===== src/rtl/skolem_tt_sweeper.sv =====
// rtl/skolem_tt_sweeper.sv - exhaustive truth-table sweep and parity check of a combinational skolem netlist
// Optional macro SKF_TT_CAPTURE_EN adds the tt_o truth-table capture port.
module skolem_tt_sweeper #(
    parameter int N_IN    = 6,
    parameter int EXP_INV = 1,
    parameter int SETTLE  = 2
) (
    input  logic              clk,
    input  logic              rst_n,
    input  logic              start,
    output logic [N_IN-1:0]   assign_o,
    input  logic              skf_i,
    output logic              busy,
    output logic              done,
    output logic              pass,
    output logic [N_IN:0]     mismatch_cnt,
    output logic [N_IN-1:0]   first_fail
`ifdef SKF_TT_CAPTURE_EN
    ,
    output logic [(1<<N_IN)-1:0] tt_o
`endif
);

    typedef enum logic [2:0] {
        ST_IDLE,
        ST_DRIVE,
        ST_SETTLE,
        ST_SAMPLE,
        ST_FIN,
        ST_DONE
    } state_t;

    localparam logic [N_IN-1:0] ASSIGN_ONES = '1;
    localparam logic [N_IN-1:0] ASSIGN_ONE  = {{(N_IN-1){1'b0}}, 1'b1};
    localparam logic [N_IN:0]   CNT_ONE     = {{N_IN{1'b0}}, 1'b1};
    localparam logic [N_IN:0]   CNT_MAX     = {1'b1, {N_IN{1'b0}}};
    localparam logic [3:0]      SETTLE_LD   = 4'(SETTLE);
    localparam logic            EXP_BIT     = (EXP_INV != 0);

    state_t     state;
    logic [3:0] settle_cnt;
    logic       exp_bit;
    logic       sample_fail;

    assign exp_bit     = (^assign_o) ^ EXP_BIT;
    assign sample_fail = (skf_i != exp_bit);

    always_ff @(posedge clk or negedge rst_n) begin
        if (!rst_n) begin
            state        <= ST_IDLE;
            settle_cnt   <= 4'd0;
            assign_o     <= '0;
            busy         <= 1'b0;
            done         <= 1'b0;
            pass         <= 1'b0;
            mismatch_cnt <= '0;
            first_fail   <= '0;
`ifdef SKF_TT_CAPTURE_EN
            tt_o         <= '0;
`endif
        end else begin
            case (state)
                ST_IDLE, ST_DONE: begin
                    done <= 1'b0;
                    if (start) begin
                        mismatch_cnt <= '0;
                        first_fail   <= '0;
                        pass         <= 1'b0;
                        assign_o     <= '0;
                        busy         <= 1'b1;
`ifdef SKF_TT_CAPTURE_EN
                        tt_o         <= '0;
`endif
                        state        <= ST_DRIVE;
                    end
                end
                ST_DRIVE: begin
                    if (SETTLE == 0) begin
                        state <= ST_SAMPLE;
                    end else begin
                        settle_cnt <= SETTLE_LD;
                        state      <= ST_SETTLE;
                    end
                end
                ST_SETTLE: begin
                    // Leave on the cycle the counter hits zero, so SETTLE idle cycles elapse.
                    settle_cnt <= settle_cnt - 4'd1;
                    if (settle_cnt == 4'd1) begin
                        state <= ST_SAMPLE;
                    end
                end
                ST_SAMPLE: begin
                    if (sample_fail) begin
                        if (mismatch_cnt != CNT_MAX) begin
                            mismatch_cnt <= mismatch_cnt + CNT_ONE;
                        end
                        if (mismatch_cnt == '0) begin
                            first_fail <= assign_o;
                        end
                    end
`ifdef SKF_TT_CAPTURE_EN
                    tt_o[assign_o] <= skf_i;
`endif
                    if (assign_o == ASSIGN_ONES) begin
                        state <= ST_FIN;
                    end else begin
                        assign_o <= assign_o + ASSIGN_ONE;
                        state    <= ST_DRIVE;
                    end
                end
                ST_FIN: begin
                    busy  <= 1'b0;
                    done  <= 1'b1;
                    pass  <= (mismatch_cnt == '0);
                    state <= ST_DONE;
                end
                default: begin
                    state <= ST_IDLE;
                end
            endcase
        end
    end

endmodule


===== config.mk =====
export PLATFORM = sky130hd
export DESIGN_NAME = skolem_tt_sweeper
export DESIGN_NICKNAME = d
export VERILOG_FILES = /design/src/rtl/skolem_tt_sweeper.sv
export SDC_FILE = /design/constraint.sdc
export NUM_CORES = 1
export LEC_CHECK = 0
export CAP_MARGIN = 20
export CORE_MARGIN = 8
export CORE_UTILIZATION = 53
export DETAILED_ROUTE_END_ITERATION = 7
export GPL_ROUTABILITY_DRIVEN = 0
export GPL_TIMING_DRIVEN = 0
export PLACE_DENSITY = 0.76
export SLEW_MARGIN = 20
export SYNTH_ARGS = -nofsm -noshare
export SYNTH_HDL_FRONTEND = slang
export SYNTH_SLANG_ARGS = --single-unit

===== constraint.sdc =====
create_clock -name clk -period 2.4 [get_ports clk]
set_input_delay 0.6 -clock clk [delete_from_list [all_inputs] [get_ports clk]]
set_output_delay 0.6 -clock clk [all_outputs]
set_load 0.01 [all_outputs]

-- Word-level counts from Yosys, hierarchy flattened
Cells that the tools add are included.
- multiplexer cells: 20
- bitwise logic cells: 1
- reduce and logical (&&, ||, !) cells: 12
- $add $sub $neg: 3
- equal/unequal tests: 15
- operators with widths (cell ; count):
    6-bit two-way mux ; 4
    6-bit case mux with 2 select lines ; 2
    7-bit two-way mux ; 3
    3-bit case mux with 5 select lines ; 1
    7-bit case mux with 2 select lines ; 1
    2-bit != test (second input constant) ; 6
    3-bit two-way mux ; 3
    4-bit case mux with 2 select lines ; 1
    4-bit AND reduction ; 2
    7-bit by 1-bit adder with 7-bit output (second input constant) ; 1
    7-bit logical NOT ; 1
    7-bit != test (second input constant) ; 1
    6-bit by 1-bit adder with 6-bit output (second input constant) ; 1
    3-bit by 2-bit equality test with 1-bit output (second input constant) ; 2
    3-bit equality test (second input constant) ; 2
    6-bit equality test (second input constant) ; 1
    1-bit case mux with 2 select lines ; 3
    2-bit nonzero test ; 3
    6-bit XOR reduction ; 1
    4-bit by 1-bit equality test with 1-bit output (second input constant) ; 1
    2-bit AND reduction ; 2
    4-bit by 1-bit subtractor with 4-bit output (second input constant) ; 1
    3-bit by 1-bit equality test with 1-bit output (second input constant) ; 1
    3-bit logical NOT ; 1
    5 further kinds ; 6
- logic and storage cells: 59
- input port bits: 4
- output and inout bits: 22
- register bits after elaboration: 29

-- Depth between registers and ports, before layout
- depth in word-level cells: 5
- mapped depth: 6
- depth with buffers taken out: 6

-- Worst setup path before layout
Ideal clock, no wire load.
- kind: register -> register
- from: register assign_o[2]
- to: register first_fail[0]
- stages on the path, launching flop included: 6
- path buffers: 0
- period minus slack after synthesis: 2.042 ns
- data required time: 2.275 ns
- setup slack: 0.358 ns
- data arrival time: 1.917 ns
- setup time: 0.125 ns
- path through: dfrtp_1 > ha_1 > xor2_1 > xor2_2 > nor3_4 > mux2_4
- cells in the longest elaborated chain, start to end: 5
- ends and longest elaborated chain (what ; line ; RTL):
    start, declared ; 11 ; output logic [N_IN-1:0] assign_o,
    start signal, assigned ; 107 ; assign_o <= assign_o + ASSIGN_ONE;
    6-bit XOR reduction ; 45 ; assign exp_bit = (^assign_o) ^ EXP_BIT;
    1-bit NOT (no line) ; -- ;
    1-bit != test ; 46 ; assign sample_fail = (skf_i != exp_bit);
    2-bit != test (no line) ; -- ;
    4-bit AND reduction (no line) ; -- ;
    end signal, assigned ; 98 ; first_fail <= assign_o;
    end, declared ; 17 ; output logic [N_IN-1:0] first_fail
No other way between the ends.
A chain may end at the register's enable or synchronous reset.

-- Worst setup path in the final report
- from: register assign_o[2]
- to: register first_fail[3]
Same word-level chain as after synthesis.

==> flow_metrics.py <==
metrics = {
    "timing": {
        "skew_ns": 0.009209,
        "slew_headroom_pct": 56.57,
        "setup_violations": 0,
        "tns_ns": 0,
        "period_share_pct": 90.70,
        "whs_ns": 0.2884,
        "hold_viol_final": 0,
        "period_needed_ns": 2.177,
        "worst_slew_pin_slew_ns": 0.6514,
        "slew_viol_final": 0,
        "rsz0062_at_grt": "no",
        "clock.fmax_ghz": 0.4594,
    },
    "floorplan": {
        "rows": 20,
        "die_width_um": 71.55,
        "fp.dieH_um": 71.55,
        "io_pins": 26,
        "start_util_pct": 54.46,
        "die_area_mm2": 0.005119,
        "fp.coreArea_mm2": 0.003003,
    },
    "placement": {
        "hpwl_um": 2648,
        "numPortBuffers": 25,
        "placed_cells": 222,
        "placed_area_mm2": 0.001922,
    },
    "global_route": {
        "grt_max_degree": 30,
        "grt.total_usage_pct": 15.27,
        "grt_pass1_wl_um": 6141,
        "grt_pass1_vias": 1292,
        "antenna_found_initial": 0,
        "grt_remaining_overflow": 0,
    },
    "route": {
        "drtAntennaViolNets": 0,
        "vias": 1300,
        "via_per_inst": 5.677,
        "routed_wl_um": 3620,
        "wl_per_cell_um": 15.81,
        "drc_errors": 0,
        "dr.pass1.iters": 4,
        "drt_first_iter_violations": 63,
    },
    "logic_synthesis": {
        "syn_area_mm2": 0.001635,
        "yosys.area.top_type_share_pct": 44.38,
        "synth_ff_type": "dfrtp_1",
        "synth_edf_count": 0,
        "synthesis.nets": 175,
        "syn_avg_cell_area_um2": 9.971,
        "yosysSeqAreaShare_pct": 44.38,
        "synth_cell_types": 38,
        "synth-seq-cells": 29,
        "async_reset_ff_share_pct": 100.0,
        "yosysWarnings": 0,
        "yosys-top-cells-count": "dfrtp_1, nor2_1, nand3_1",
        "synthMostInstantiatedCell": "dfrtp_1",
        "synthCells": 164,
        "synth_area_leader_cell": "dfrtp_1",
        "synth_area_leaders": "dfrtp_1, mux2_4, ha_1",
    },
    "job": {
        "maxCapViolCount": 0,
    },
    "worst_hold_path": {
        "hold_class": "in -> async",
    },
    "critical_path": {
        "critPathKind": "reg -> reg",
        "start_kind": "flip-flop",
        "timing.critical_path.arrival_ns": 2.39,
        "end_kind": "flip-flop",
        "worstPathMaxFanout": 6,
        "required_ns": 2.61,
    },
    "cells_and_area": {
        "stdcell_count": 229,
        "drive_gt1_share_pct": 10.20,
        "regArea_um2": 725.7,
        "finalNetCount": 207,
        "multiInputGateArea_um2": 849.6,
        "fillers": 248,
        "syn2layout_area_growth_pct": 20.89,
        "fin_area_mm2": 0.001977,
        "num_antenna_cells": 0,
    },
    "cts": {
        "clock_sink_count": 29,
        "clk_latency_ns": 0.33,
        "cts_tree": "built",
        "cts_hold_buf": 0,
        "cts-root-buf": "clkbuf_4",
        "cts.repair.resized": 0,
        "htree_levels": 2,
        "cts_setup_buffers": 0,
        "clockBufferDepth": 2,
        "path_clk_slew_ns": 0.10,
        "numCtsBuffers": 5,
    },
    "power": {
        "power_density_mw_per_mm2": 1014,
        "irDropWorstVdd_uv": 584.2,
        "p_total_mw": 2.004,
        "power_leakage_nw": 0.8644,
    },
    "outcome": {
        "status": "complete, no violations",
    },
}
[metrics by stage]
| step | setup slack (ns) | util, % |
|---|---|---|
| 2_1_floorplan | 0.3582 | - |
| 3_3_place_gp | -0.01449 | 64.17 |
| 3_5_place_dp | -0.03001 | 64.00 |
| 4_1_cts | 0.2057 | 65.83 |
| 5_1_grt | 0.1121 | 65.83 |
| 6_report | 0.2232 | 65.83 |
[kinds of logic (layout without fill, tap and decap cells)]
group / after synthesis / count (layout) / synth area share [%]
buffers and inverters: 15 / 47 / 3.673
AO/OA/AOI/OAI: 33 / 33 / 12.40
adder cells (fa/ha/maj): 7 / 7 / 5.356
multiplexers: 7 / 7 / 6.198
XOR/XNOR: 10 / 10 / 6.274
AND/OR/NAND/NOR: 63 / 63 / 21.73
flip-flops: 29 / 29 / 44.38
[registers in the layout, summed over array words and instances, names as in the netlist]
signal and count:
state 3, mismatch_cnt 7, settle_cnt 4, done 1, busy 1, first_fail 6, assign_o 6, pass 1
[final timing paths]
kind / startpoint / to / slack (ns) / cells after the start
worst max register to register: assign_o[2] / first_fail[3] / 0.22 / 5
max in group asynchronous: rst_n / first_fail[5] / 1.68 / 1
min in group clk: busy / busy / 0.51 / 1
worst max-delay path: assign_o[2] / first_fail[3] / 0.22 / 5
worst min register to register: busy / busy / 0.51 / 1
worst min-delay path: rst_n / done / 0.29 / 1
[report_power, final]
part | internal, mW | total (mW) | switching, mW
Sequential | 0.594 | 0.706 | 0.112
Clock | 0.138 | 0.302 | 0.164
Combinational | 0.422 | 0.996 | 0.575
Total | 1.15 | 2.00 | 0.850
[final cells by class]
class	instances	area share, %
inverter	11	2.089
multi-input combinational	120	42.97
timing repair buffer	25	12.41
clock buffer	7	2.785
tap	33	2.089
sequential	29	36.71
buffer	4	0.9494
[cell usage in the layout, fill, tap and decap left out, types with 3 or more instances in the layout]
cell type / count
o21ai_0: 10
clkbuf_4: 5
clkdlybuf4s50_1: 24
nor3_1: 5
mux2_4: 6
nor3b_1: 3
a21oi_1: 8
nor2_1: 13
dfrtp_1: 29
nand2_1: 10
clkbuf_1: 4
xnor2_1: 7
nand3_1: 11
and3_1: 3
o221ai_1: 4
inv_1: 10
and2_1: 7
ha_1: 7
o22ai_1: 3
[critical path, stage by stage (launching register included)]
cell     delay [ns]
dfrtp_1        0.44
ha_1           0.33
xor2_1         0.31
xor2_2         0.18
nor3_4         0.47
mux2_4         0.34
[routing by layer]
metal	track usage, %	vias up	wire length (um)
li1	-	640	-
met1	17.23	629	1554
met2	24.80	23	1771
met3	6.416	8	227
met4	6.349	0	67
met5	0	-	0
Note: power is estimated with default switching activity, not from simulation.
